<file path="src/rtl/mmcm_reset_sequencer_pkg.sv">
// mmcm_reseq_pkg: shared state encoding and helpers for mmcm_reset_sequencer.
// Revision: 1.0
`timescale 1ns/1ps
`default_nettype none

package mmcm_reseq_pkg;

  typedef enum logic [2:0] {
    HOLD      = 3'd0,
    WAIT_LOCK = 3'd1,
    STABLE    = 3'd2,
    RUN       = 3'd3,
    FAIL      = 3'd4
  } state_t;

  // Width of the shared cycle counter: wide enough for the largest interval.
  function automatic int cnt_width(int unsigned a, int unsigned b,
                                   int unsigned c, int unsigned d);
    int unsigned m;
    m = a;
    if (b > m) m = b;
    if (c > m) m = c;
    if (d > m) m = d;
    return (m > 1) ? $clog2(m) : 1;
  endfunction

  function automatic logic [7:0] sat_inc8(logic [7:0] v);
    return (v == 8'hFF) ? v : v + 8'd1;
  endfunction

endpackage

`default_nettype wire

</file>
<file path="src/rtl/mmcm_reset_sequencer_if.sv">
// mmcm_reset_sequencer_if: MMCM control/status bundle between sequencer and its users.
// Revision: 1.0
`timescale 1ns/1ps
`default_nettype none

interface mmcm_reset_sequencer_if;
  logic       lock_in;
  logic       sw_reset_req;
  logic       mmcm_rst;
  logic       sys_reset;
  logic       fail;
  logic [7:0] retry_count;
  logic [7:0] relock_count;

  modport master (
    input  lock_in, sw_reset_req,
    output mmcm_rst, sys_reset, fail, retry_count, relock_count
  );

  modport slave (
    output lock_in, sw_reset_req,
    input  mmcm_rst, sys_reset, fail, retry_count, relock_count
  );
endinterface

`default_nettype wire

</file>
<file path="src/rtl/mmcm_reset_sequencer_lock_sync.sv">
// lock_sync: two-flop synchronizer for MMCM LOCKED, async active-low reset to 0.
// Revision: 1.0
`timescale 1ns/1ps
`default_nettype none

module lock_sync (
  input  wire logic clk,
  input  wire logic reset_n,
  input  wire logic async_in,
  output logic      sync_out
);

  (* ASYNC_REG = "TRUE" *) logic [1:0] sync_ff;

  always_ff @(posedge clk or negedge reset_n) begin
    if (!reset_n) sync_ff <= 2'b00;
    else          sync_ff <= {sync_ff[0], async_in};
  end

  assign sync_out = sync_ff[1];

endmodule

`default_nettype wire

</file>
<file path="src/rtl/mmcm_reset_sequencer.sv">
// mmcm_reset_sequencer: pulses MMCM RST, qualifies LOCKED with timeout/retry and hold-off,
// then releases sys_reset. Option macro: LOCK_LOSS_AUTORESET_EN. Revision: 1.0
`timescale 1ns/1ps
`default_nettype none

module mmcm_reset_sequencer
  import mmcm_reseq_pkg::*;
#(
  parameter int unsigned RST_HOLD_CYCLES     = 16,
  parameter int unsigned LOCK_TIMEOUT_CYCLES = 65536,
  parameter int unsigned STABLE_CYCLES       = 256,
  parameter int unsigned MAX_RETRIES         = 4
) (
  input  wire logic              clk,
  input  wire logic              reset_n,
  mmcm_reset_sequencer_if.master bus
);

  localparam int CW = cnt_width(RST_HOLD_CYCLES, LOCK_TIMEOUT_CYCLES,
                                STABLE_CYCLES, MAX_RETRIES);
  localparam logic [CW-1:0] CNT_ONE      = CW'(1);
  localparam logic [CW-1:0] HOLD_LAST    = CW'(RST_HOLD_CYCLES - 1);
  localparam logic [CW-1:0] TIMEOUT_LAST = CW'(LOCK_TIMEOUT_CYCLES - 1);
  localparam logic [CW-1:0] STABLE_LAST  = CW'(STABLE_CYCLES - 1);
  localparam logic [7:0]    RETRY_LIMIT  = 8'(MAX_RETRIES);

  state_t        state, state_nxt;
  logic [CW-1:0] cnt, cnt_nxt;
  logic [7:0]    retry, retry_nxt;
  logic [7:0]    relock, relock_nxt;
  logic          attempt_fail;
  logic          lock_s;
  logic          mmcm_rst_q, sys_reset_q, fail_q;

  lock_sync u_lock_sync (
    .clk      (clk),
    .reset_n  (reset_n),
    .async_in (bus.lock_in),
    .sync_out (lock_s)
  );

  always_comb begin
    state_nxt    = state;
    cnt_nxt      = cnt;
    retry_nxt    = retry;
    relock_nxt   = relock;
    attempt_fail = 1'b0;

    case (state)
      HOLD: begin
        if (cnt == HOLD_LAST) begin
          state_nxt = WAIT_LOCK;
          cnt_nxt   = '0;
        end else begin
          cnt_nxt = cnt + CNT_ONE;
        end
      end
      WAIT_LOCK: begin
        if (lock_s) begin
          state_nxt = STABLE;
          cnt_nxt   = '0;
        end else if (cnt == TIMEOUT_LAST) begin
          attempt_fail = 1'b1;
        end else begin
          cnt_nxt = cnt + CNT_ONE;
        end
      end
      STABLE: begin
        if (!lock_s) begin
          attempt_fail = 1'b1;
        end else if (cnt == STABLE_LAST) begin
          state_nxt = RUN;
          cnt_nxt   = '0;
        end else begin
          cnt_nxt = cnt + CNT_ONE;
        end
      end
      RUN: begin
        if (!lock_s) begin
          relock_nxt = sat_inc8(relock);
          cnt_nxt    = '0;
`ifdef LOCK_LOSS_AUTORESET_EN
          state_nxt  = HOLD;
          retry_nxt  = '0;
`else
          state_nxt  = FAIL;
`endif
        end
      end
      FAIL: begin
        state_nxt = FAIL;
      end
      default: begin
        state_nxt = HOLD;
        cnt_nxt   = '0;
      end
    endcase

    if (attempt_fail) begin
      retry_nxt = sat_inc8(retry);
      cnt_nxt   = '0;
      state_nxt = (retry_nxt == RETRY_LIMIT) ? FAIL : HOLD;
    end

    // Firmware restart overrides whatever the FSM decided this cycle.
    if (bus.sw_reset_req) begin
      state_nxt = HOLD;
      retry_nxt = '0;
      cnt_nxt   = '0;
    end
  end

  always_ff @(posedge clk or negedge reset_n) begin
    if (!reset_n) begin
      state       <= HOLD;
      cnt         <= '0;
      retry       <= '0;
      relock      <= '0;
      mmcm_rst_q  <= 1'b1;
      sys_reset_q <= 1'b1;
      fail_q      <= 1'b0;
    end else begin
      state       <= state_nxt;
      cnt         <= cnt_nxt;
      retry       <= retry_nxt;
      relock      <= relock_nxt;
      mmcm_rst_q  <= (state_nxt == HOLD);
      sys_reset_q <= (state_nxt != RUN);
      fail_q      <= (state_nxt == FAIL);
    end
  end

  assign bus.mmcm_rst     = mmcm_rst_q;
  assign bus.sys_reset    = sys_reset_q;
  assign bus.fail         = fail_q;
  assign bus.retry_count  = retry;
  assign bus.relock_count = relock;

endmodule

`default_nettype wire

</file>
<file path="src/flat_wrapper.sv">
// flat-port wrapper written by rule: the top's interface ports become plain ports
module mmcm_reset_sequencer_flat import mmcm_reseq_pkg::*;
#(
  parameter int unsigned RST_HOLD_CYCLES     = 16,
  parameter int unsigned LOCK_TIMEOUT_CYCLES = 65536,
  parameter int unsigned STABLE_CYCLES       = 256,
  parameter int unsigned MAX_RETRIES         = 4
)
  (clk, reset_n, bus_lock_in, bus_sw_reset_req, bus_mmcm_rst, bus_sys_reset, bus_fail, bus_retry_count, bus_relock_count);
  mmcm_reset_sequencer_if bus_i ();
  input  wire logic clk;
  input  wire logic reset_n;
  input wire logic [$bits(bus_i.lock_in)-1:0] bus_lock_in;
  input wire logic [$bits(bus_i.sw_reset_req)-1:0] bus_sw_reset_req;
  output wire logic [$bits(bus_i.mmcm_rst)-1:0] bus_mmcm_rst;
  output wire logic [$bits(bus_i.sys_reset)-1:0] bus_sys_reset;
  output wire logic [$bits(bus_i.fail)-1:0] bus_fail;
  output wire logic [$bits(bus_i.retry_count)-1:0] bus_retry_count;
  output wire logic [$bits(bus_i.relock_count)-1:0] bus_relock_count;
  assign bus_i.lock_in = bus_lock_in;
  assign bus_i.sw_reset_req = bus_sw_reset_req;
  assign bus_mmcm_rst = bus_i.mmcm_rst;
  assign bus_sys_reset = bus_i.sys_reset;
  assign bus_fail = bus_i.fail;
  assign bus_retry_count = bus_i.retry_count;
  assign bus_relock_count = bus_i.relock_count;
  mmcm_reset_sequencer #(.RST_HOLD_CYCLES(RST_HOLD_CYCLES), .LOCK_TIMEOUT_CYCLES(LOCK_TIMEOUT_CYCLES), .STABLE_CYCLES(STABLE_CYCLES), .MAX_RETRIES(MAX_RETRIES)) u_core (.clk(clk), .reset_n(reset_n), .bus(bus_i));
endmodule
</file>
<file path="config.mk">
export PLATFORM = sky130hd
export DESIGN_NAME = mmcm_reset_sequencer_flat
export DESIGN_NICKNAME = d
export VERILOG_FILES = /design/src/rtl/mmcm_reset_sequencer_pkg.sv /design/src/rtl/mmcm_reset_sequencer_if.sv /design/src/rtl/mmcm_reset_sequencer_lock_sync.sv /design/src/rtl/mmcm_reset_sequencer.sv /design/src/flat_wrapper.sv
export SDC_FILE = /design/constraint.sdc
export NUM_CORES = 1
export LEC_CHECK = 0
export CORE_UTILIZATION = 40
export DETAILED_ROUTE_END_ITERATION = 8
export MAX_ROUTING_LAYER = met4
export PLACE_DENSITY = 0.7
export SETUP_SLACK_MARGIN = 0.05
export SLEW_MARGIN = 20
export SYNTH_ARGS = -nofsm -noshare
export SYNTH_HDL_FRONTEND = slang
export SYNTH_SLANG_ARGS = --single-unit
</file>
<file path="constraint.sdc">
create_clock -name clk -period 2.5 [get_ports clk]
set_input_delay 0.5 -clock clk [delete_from_list [all_inputs] [get_ports clk]]
set_output_delay 0.5 -clock clk [all_outputs]
set_load 0.01 [all_outputs]
</file>
* Yosys cells after proc, flatten, opt, wreduce, memory -nomap -nowiden
Index checks and enable logic that the tools add are counted.
Word-level totals: logic and storage cells 59, memories 0, bits in writable memories 0, flip-flop bits (word level) 40, bits in latches 0, bits of input ports 4, ROM bits 0, output and inout port bits 19
Cells by class: magnitude comparators 0, multiplexer cells 25, shift operators 0, equality and inequality tests 16, add/sub/neg operators 3, multipliers 0, div/mod/pow operators 0, reduce and logical (&&, ||, !) cells 5, bitwise operators 2
Operators with widths (number):
- 16-bit two-way mux | 8
- 16-bit case mux with 5 select lines | 1
- 3-bit two-way mux | 8
- 8-bit two-way mux | 3
- 16-bit by 1-bit adder with 16-bit output (second input constant) | 1
- 8-bit by 1-bit adder with 8-bit output (second input constant) | 2
- 16-bit equality test (second input constant) | 1
- 16-bit by 4-bit equality test with 1-bit output (second input constant) | 1
- 16-bit by 8-bit equality test with 1-bit output (second input constant) | 1
- 8-bit equality test (second input constant) | 2
- 3-bit case mux with 5 select lines | 1
- 8-bit by 3-bit equality test with 1-bit output (second input constant) | 1
- 4-bit by 3-bit != test with 1-bit output (second input constant) | 2
- 3-bit by 2-bit equality test with 1-bit output (second input constant) | 2
- 3-bit equality test (second input constant) | 2
- 3-bit logical NOT | 2
- 3-bit by 2-bit != test with 1-bit output (second input constant) | 2
- 5-bit by 4-bit != test with 1-bit output (second input constant) | 1
- 4-bit AND reduction | 1
- 3-bit by 1-bit equality test with 1-bit output (second input constant) | 1
- 1-bit two-way mux | 3
- 3-bit AND reduction | 1
- 1-bit NOT | 2
- 1-bit case mux with 2 select lines | 1
- 2-bit nonzero test | 1

* Longest topological paths before layout
Gate-level depths: netlist (run 1).
depth after elaboration 7, gate-level depth with buffers 9, gate-level depth less buffers 7

* By module
From an unflattened synthesis (run 1), not the netlist that was laid out.
Unflattened totals: cells, all modules 227, area, all modules 2290.9 µm²
Modules (own cells, without submodules):
- mmcm_reset_sequencer | times used 1, sequential area each 953.4 µm², cells each 225, area an instance 2240.9 µm²
- lock_sync | times used 1, sequential area each 50.0 µm², cells each 2, area an instance 50.0 µm²

* Worst setup path after synthesis (run 1)
Ideal clock, no wire load.
path type register -> register, start register u_core.retry[0], in the netlist u_core.bus.retry_count[0], end register u_core.mmcm_rst_q, in the netlist u_core.bus.mmcm_rst, path slack 578 ps, stages on the path, launching flop included 7, data arrival time 1839 ps, path buffers 0, library setup time 83 ps, data required time 2417 ps, cell sequence dfrtp_1 -> ha_1 -> or4b_2 -> nor3_1 -> a32oi_1 -> a21oi_1 -> nor2_1
Between the ends: word-level cells in the longest chain between the ends 7
RTL lines:
- from (decl) | RTL line mmcm_reset_sequencer.sv:29 | logic [7:0] retry, retry_nxt;
- from (signal assigned) | RTL line mmcm_reset_sequencer.sv:125 | retry <= retry_nxt;
- 8-bit by 1-bit adder with 8-bit output / 8-bit equality test (equally long branches) | RTL line mmcm_reset_sequencer_pkg.sv:28 | return (v == 8'hFF) ? v : v + 8'd1;
- 8-bit two-way mux (*) | RTL line mmcm_reset_sequencer_pkg.sv:28
- 8-bit by 3-bit equality test with 1-bit output (*) | RTL line mmcm_reset_sequencer.sv:102 | state_nxt = (retry_nxt == RETRY_LIMIT) ? FAIL : HOLD;
- 3-bit two-way mux (*) | RTL line mmcm_reset_sequencer.sv:102
- 3-bit two-way mux (*) | RTL line mmcm_reset_sequencer.sv:99 | if (attempt_fail) begin
- 3-bit two-way mux (*) | RTL line mmcm_reset_sequencer.sv:106 | if (bus.sw_reset_req) begin
- 3-bit logical NOT (*) | RTL line mmcm_reset_sequencer.sv:127 | mmcm_rst_q <= (state_nxt == HOLD);
- to (signal assigned) | RTL line mmcm_reset_sequencer.sv:127
- to (decl) | RTL line mmcm_reset_sequencer.sv:33 | logic mmcm_rst_q, sys_reset_q, fail_q;
Mark *: on every way between the ends. The rest lies on a longest branch, timed or not. A chain may end at the register's enable or synchronous reset.

* Worst setup path after layout (run 1)
start register u_core.cnt[12], end register u_core.cnt[15]
Between the ends: word-level cells in the longest chain between the ends 6
RTL lines:
- from (decl) | RTL line mmcm_reset_sequencer.sv:28 | logic [CW-1:0] cnt, cnt_nxt;
- from (signal assigned) | RTL line mmcm_reset_sequencer.sv:124 | cnt <= cnt_nxt;
- 16-bit by 1-bit adder with 16-bit output, or another cell as far along | RTL line mmcm_reset_sequencer.sv:55, mmcm_reset_sequencer.sv:65, mmcm_reset_sequencer.sv:75
- 16-bit two-way mux, or another cell as far along | RTL line mmcm_reset_sequencer.sv:71 | end else if (cnt == STABLE_LAST) begin
- 16-bit two-way mux, or another cell as far along | RTL line mmcm_reset_sequencer.sv:69 | if (!lock_s) begin
- 16-bit case mux with 5 select lines / 1-bit case mux with 2 select lines (equally long branches) | RTL line mmcm_reset_sequencer.sv:49 | case (state)
- 16-bit two-way mux, or another cell as far along | RTL line mmcm_reset_sequencer.sv:99
- 16-bit two-way mux / 4-bit AND reduction (equally long branches)
Several ways; a longest one is shown, not always the timed one. The select of a mux whose other input is x is not followed.

==> metrics.md, run 1 <==
| Metric | Value |
|---|---|
| Status | finished clean |
| Slew Viols, Final | 0 |
| Placer congestion estimate | 0.8476 |
| Vias in the first global route | 1673 |
| Core ar. | 5507 um^2 |
| Vias/cell | 5.495 |
| Final setup vio count | 0 |
| Synthesized instance count | 238 |
| Clk sinks | 40 |
| Die span in y | 77.72 um |
| Critical path required time | 2.68 ns |
| Critical path, cell by cell | nor4_1 -> and4_1 -> o2bb2ai_1 -> o211a_2 -> and3_1 -> a211o_1 |
| Worst-Margin Slew | 0.8823 ns |
| Non-filler cells, final | 331 |
| Largest net degree at the start of global routing | 41 |
| Fin. Hold Viols | 0 |
| Clock power share | 36.8% |
| Routed length per instance | 13.42 um |
| Post-synth top area share | 41.46% |
| Initial DRC Count | 191 |
| Crit path largest cell delay | 0.43 ns |
| Post-route ant nets | 0 |
| Buf/Inv on CP | 0 |
| CTS root buffer | clkbuf_8 |
| Switch share | 23.21% |
| Switching pwr | 262.5 uW |
| FF-to-FF Start | u_core.cnt[12] |
| H-Tree Depth | 2 |
| Met3 usage | 3.176% |
| Pwr per Cell Area | 432.5 nW/um^2 |
| Initial Utilization | 41.65% |
| Worst-skew pair later-pin latency | 0.30 ns |
| Area growth from synthesis to layout | 14.02% |
| Leading post-synthesis cells by cell area | dfrtp_1, nand2_1, a21oi_1, nand3_1, xnor2_1 |
| Count leader, synth | dfrtp_1 |
| Critical path's slowest cell | dfrtp_1 |
| Rows | 27 |
| NumNets Final | 265 |
| Final period utilization | 87.44% |
| I/O Pins | 23 |
| #FFs+latches synth | 40 |
| Netlist cell types | 57 |
| Die W | 77.72 um |
| GRT Overall Usage | 16.88% |
| Vias | 1819 |
| CTS tree | yes |
| Setup CP Type | reg2reg |
| Ys Warns | 0 |
| Critical Path Start | u_core.cnt[12] |
| Instance count on the critical path | 6 |
| Synth Net Count | 245 |
| Layout cells sized above 1 | 11.20% |
| Worst setup margin | 0.3140 ns |
| Max_cap viols | 0 |
| Area of the die | 6040 um^2 |
| Int Power | 868.5 uW |
| Fill cell count | 507 |
| Global-route wire length before repair | 7907 um |
| Port Buf Inserts | 22 |
| GRT Max-Usage Layer | met2 |
| Crit path max-delay family | simple AND/OR/NAND/NOR gates |
| CP Capture Type | register |
| HPWL after DPL | 3039 um |
| Period minus WS final | 2.186 ns |
| Clock buffer count from CTS | 5 |
| CP startpoint kind | register |
| First-pass DRT Iterations | 4 |
| Setup TNS | 0 ns |
| WL final | 4442 um |
| Cell Area, Synth | 2293 um^2 |
| Unrepaired setup endpoints after global routing | no |
| Reg2reg path depth | 6 |
| Setup Skew | 0.009660 ns |
| Avg Cell Area, Syn | 9.636 um^2 |
| Residual DRC | 0 |
| Hold WS | 0.3160 ns |
| Combinational share of power | 4.6% |
| Main synth FF type | dfrtp_1 |
| Total gr overflow | 0 |
| Post-synth top area cell | dfrtp_1 |
| Cell total after placement | 323 |
| Peak VDD IR | 164.1 uV |
| Total power | 1.131 mW |
| Met2 usage | 24.69% |
| P_leak | 1.119 nW |
| Worst EP arrival | 2.37 ns |
| Ys async rst share | 100.0% |
| Crit Path Max Fanout | 16 |
| # diodes | 0 |
| HP Class | in2async |
| Initial antenna violation count | 0 |
| Max clock buf depth | 2 |
| Clk slew on worst S/H paths | 0.08 ns |
| Seq pwr share | 58.5% |
| Synth top cells by count | dfrtp_1, nand2_1, a21oi_1 |
| Sequential area share after synthesis | 43.75% |
| EDFF count, synth | 0 |
| Met1 usage | 22.74% |
| Place WS | 0.2413 ns |
| F_max | 0.4575 GHz |
| Rel. slew slack | 41.18% |
worst register-to-register path, cell delays in order (launching register included):
cell,delay (ns)
dfrtp_1,0.43
nor4_1,0.42
and4_1,0.27
o2bb2ai_1,0.13
o211a_2,0.39
and3_1,0.22
a211o_1,0.22
power by group through the flow:
| stage | sequential, mW | clock (mW) | combinational (mW) |
|---|---|---|---|
| final | 0.662 | 0.417 | 0.0526 |
| after CTS | 0.662 | 0.426 | 0.0527 |
| after floorplan | 0.671 | 0 | 0.0317 |
| after global placement | 0.674 | 0 | 0.0516 |
| after global routing | 0.663 | 0.452 | 0.0605 |
| after detailed placement | 0.675 | 0 | 0.0523 |
repair_timing:
action,4_1_cts,5_1_grt
endpoints found under the hold margin,0,0
hold buffers,0,0
setup endpoints to repair,0,1
gates resized for setup,0,1
buffers inserted,0,0
area by class of cell:
class,count,area [um^2],area share (%)
multi-input cells,180,1176,44.98
well taps,72,90.09,3.445
clock buffers,7,76.32,2.919
inverters,5,18.77,0.7177
flip-flops and latches,40,1003,38.37
clock inverters,1,5.005,0.1914
repair buffers,26,245.2,9.378
cell families (layout without fill, tap and decap cells):
| family | Yosys count | count (layout) | synth area share [%] |
|---|---|---|---|
| fa+ha+maj | 3 | 3 | 1.637 |
| flops | 40 | 40 | 43.75 |
| simple gates | 106 | 106 | 25.75 |
| compound gates | 54 | 54 | 16.80 |
| xor+xnor | 13 | 13 | 4.965 |
| buf+inv | 18 | 39 | 5.346 |
| mux | 4 | 4 | 1.746 |
cell usage in the layout, fill, tap and decap left out, types with 5 or more instances in the layout:
master / synthesis / routed
clkbuf_8: 1 / 5
xnor2_1: 9 / 9
a21oi_1: 18 / 18
dfrtp_1: 38 / 38
nand2_1: 28 / 28
o21ai_0: 5 / 5
and3_1: 8 / 8
nor2_1: 13 / 13
inv_1: 5 / 5
a21o_1: 6 / 6
nand3_1: 17 / 17
clkdlybuf4s50_1: 0 / 21
nor3_1: 11 / 11
per-layer routing:
metal	share of wire (%)	vias to the layer above
met5	0	-
met4	2.0	0
met3	3.4	8
met2	44	32
met1	50	878
li1	-	901
worst paths after layout:
| kind | slack, ns | endpoint |
|---|---|---|
| setup / recovery | 0.31 | u_core.cnt[15] |
| hold / removal | 0.32 | u_core.bus.relock_count[6] |
| setup reg to reg | 0.31 | u_core.cnt[15] |
| hold reg to reg | 0.35 | u_core.u_lock_sync.sync_ff[1] |
| max in group asynchronous | 1.62 | u_core.bus.relock_count[1] |
| min in group clk | 0.35 | u_core.u_lock_sync.sync_ff[1] |
flip-flops by register name (all words and copies together) (netlist names):
register	count
u_core.bus.sys_reset	1
u_core.cnt	16
u_core.bus.retry_count	8
u_core.bus.relock_count	8
u_core.state	3
u_core.bus.mmcm_rst	1
u_core.bus.fail	1
u_core.u_lock_sync.sync_ff	2
through the flow:
step / utilization [%] / instance area [um^2]
after global placement: 45.85 / 2525
final: 47.49 / 2615
after global routing: 47.49 / 2615
after CTS: 47.33 / 2606
after detailed placement: 45.85 / 2525
after floorplan: - / 2293
Note: power is estimated with default switching activity, not from simulation.
==> inputs of run 2 (changes only) <==
--- a/config.mk
+++ b/config.mk
@@ -5,6 +5,7 @@
 export SDC_FILE = /design/constraint.sdc
 export NUM_CORES = 1
 export LEC_CHECK = 0
+export CORE_MARGIN = 2
 export CORE_UTILIZATION = 40
 export DETAILED_ROUTE_END_ITERATION = 8
 export MAX_ROUTING_LAYER = met4
==> run 2 against run 1 <==
  * Total power shrank 0.96%
  * Critical endpoint unchanged
  * Die area grew 5.2%
  * Clock power shrank 2%
==> metrics.md, run 2 (synthesis gave the netlist of run 1 again) <==
| Metric | Value |
|---|---|
| Status | finished clean |
| Hold buffer count at CTS | 0 |
| Critical path, cell by cell | nor4_1 -> and4_1 -> o2bb2ai_1 -> o211ai_2 -> nor3_1 -> a211o_1 |
| CTS root buffer | clkbuf_8 |
| F_max | 0.4520 GHz |
| Setup CP Type | reg2reg |
| Peak VDD IR | 175.8 uV |
| Max_cap viols | 0 |
| Fill cell count | 523 |
| Core ar. | 5507 um^2 |
| Vias/cell | 5.449 |
| Vias in the first global route | 1646 |
| R2R Path End | u_core.cnt[15] |
| Internal reg-to-reg setup slack | 0.29 ns |
| Vias | 1809 |
| Routed length per instance | 13.07 um |
| Worst-Margin Slew | 0.8659 ns |
| FF/Latch Area | 1003 um^2 |
| Final Util | 47.47% |
| Global-route wire length before repair | 7866 um |
| I/O Pins | 23 |
| Worst EP arrival | 2.39 ns |
| Residual DRC | 0 |
| Max FFs per register | 16 |
| Slew Viols, Final | 0 |
| Setup bufs post-CTS | 0 |
| Final setup vio count | 0 |
| Reg with most FFs | u_core.cnt |
| H-Tree Depth | 2 |
| Initial Utilization | 41.65% |
| P_leak | 1.127 nW |
| Critical path's slowest cell | o211ai_2 |
| Non-filler cells, final | 332 |
| Final period utilization | 88.50% |
| Reg2reg path depth | 6 |
| First-pass DRT Iterations | 4 |
| Die W | 79.72 um |
| Commonest non-fill, non-tap cell in the layout | dfrtp_1 |
| Layout cells sized above 1 | 11.54% |
| Worst-skew pair later-pin latency | 0.29 ns |
| Fin. Hold Viols | 0 |
| Rel. slew slack | 42.28% |
| Setup TNS | 0 ns |
| Clk slew on worst S/H paths | 0.07 ns |
| Port Buf Inserts | 22 |
| Period minus WS final | 2.213 ns |
| Initial antenna violation count | 0 |
| Unrepaired setup endpoints after global routing | no |
| CP Capture Type | register |
| CTS tree | yes |
| Clock buffer count from CTS | 5 |
| Pwr per Cell Area | 428.5 nW/um^2 |
| Initial DRC Count | 165 |
| Area growth from synthesis to layout | 13.97% |
| GRT Overall Usage | 16.08% |
| Clk sinks | 40 |
| Cell total after placement | 324 |
| Rows | 27 |
| Max clock buf depth | 2 |
| Most frequent cells in the layout | dfrtp_1, nand2_1, clkdlybuf4s50_1 |
| # diodes | 0 |
| Met3 usage | 3.394% |
| HP Class | in2async |
| Post-route ant nets | 0 |
| Crit path largest cell delay | 0.47 ns |
| Area of the die | 6355 um^2 |
| NumNets Final | 266 |
| Met2 usage | 22.35% |
| Placer congestion estimate | 0.8448 |
| Met1 usage | 22.67% |
| CP startpoint kind | register |
| Critical path required time | 2.68 ns |
| FF-to-FF Start | u_core.cnt[12] |
| Largest net degree at the start of global routing | 41 |
| Hold WS | 0.3174 ns |
| Crit Path Max Fanout | 12 |
| WL final | 4338 um |
| Multi-input gate area | 1167 um^2 |
| Setup Skew | 0.006598 ns |
| Total gr overflow | 0 |
| CTS resizes | 0 |
| GRT Max-Usage Layer | met1 |
| HPWL after DPL | 3037 um |
| Die span in y | 79.72 um |
==> run 2: layout make-up <==
| class | instances | share of cell area (%) |
|---|---|---|
| well taps | 72 | 3.447 |
| repair buffers | 27 | 9.670 |
| clock inverters | 1 | 0.1915 |
| clock buffers | 7 | 2.920 |
| flip-flops and latches | 40 | 38.39 |
| inverters | 5 | 0.7180 |
| multi-input cells | 180 | 44.66 |
==> run 2: worst max path at each step <==
stage	slack (ns)	cells after the start	startpoint	end
global route	0.08	6	u_core.cnt[12]	u_core.cnt[15]
global placement	0.27	6	bus_sw_reset_req	u_core.bus.mmcm_rst
detailed placement	0.22	6	bus_sw_reset_req	u_core.bus.mmcm_rst
floorplan	0.58	6	u_core.bus.retry_count[0]	u_core.bus.mmcm_rst
finish	0.29	6	u_core.cnt[12]	u_core.cnt[15]
CTS	0.31	6	u_core.cnt[12]	u_core.cnt[15]
==> run 2: metrics by stage <==
step	setup slack, ns	power [mW]	instance area [um^2]
after floorplan	0.5781	0.7032	2293
after global placement	0.2689	0.7259	2532
after detailed placement	0.2239	0.7267	2532
after CTS	0.3058	1.140	2614
after global routing	0.08010	1.166	2614
final	0.2875	1.120	2614
==> run 2: worst max-delay path, delay by kind of cell, from the launching register on <==
family / cells / cell delay, ns
flops: 1 / 0.43
simple gates: 3 / 0.78
compound gates: 3 / 0.87
==> run 2: per-layer routing <==
layer / vias to the layer above / wire length, um
met5: - / 0
met4: 0 / 82
met3: 7 / 181
met2: 35 / 1933
met1: 858 / 2142
li1: 909 / -
==> run 2: power by group <==
part           switching (mW)  internal (mW)
registers             0.00829          0.654
clock network           0.212          0.196
logic                  0.0321         0.0189
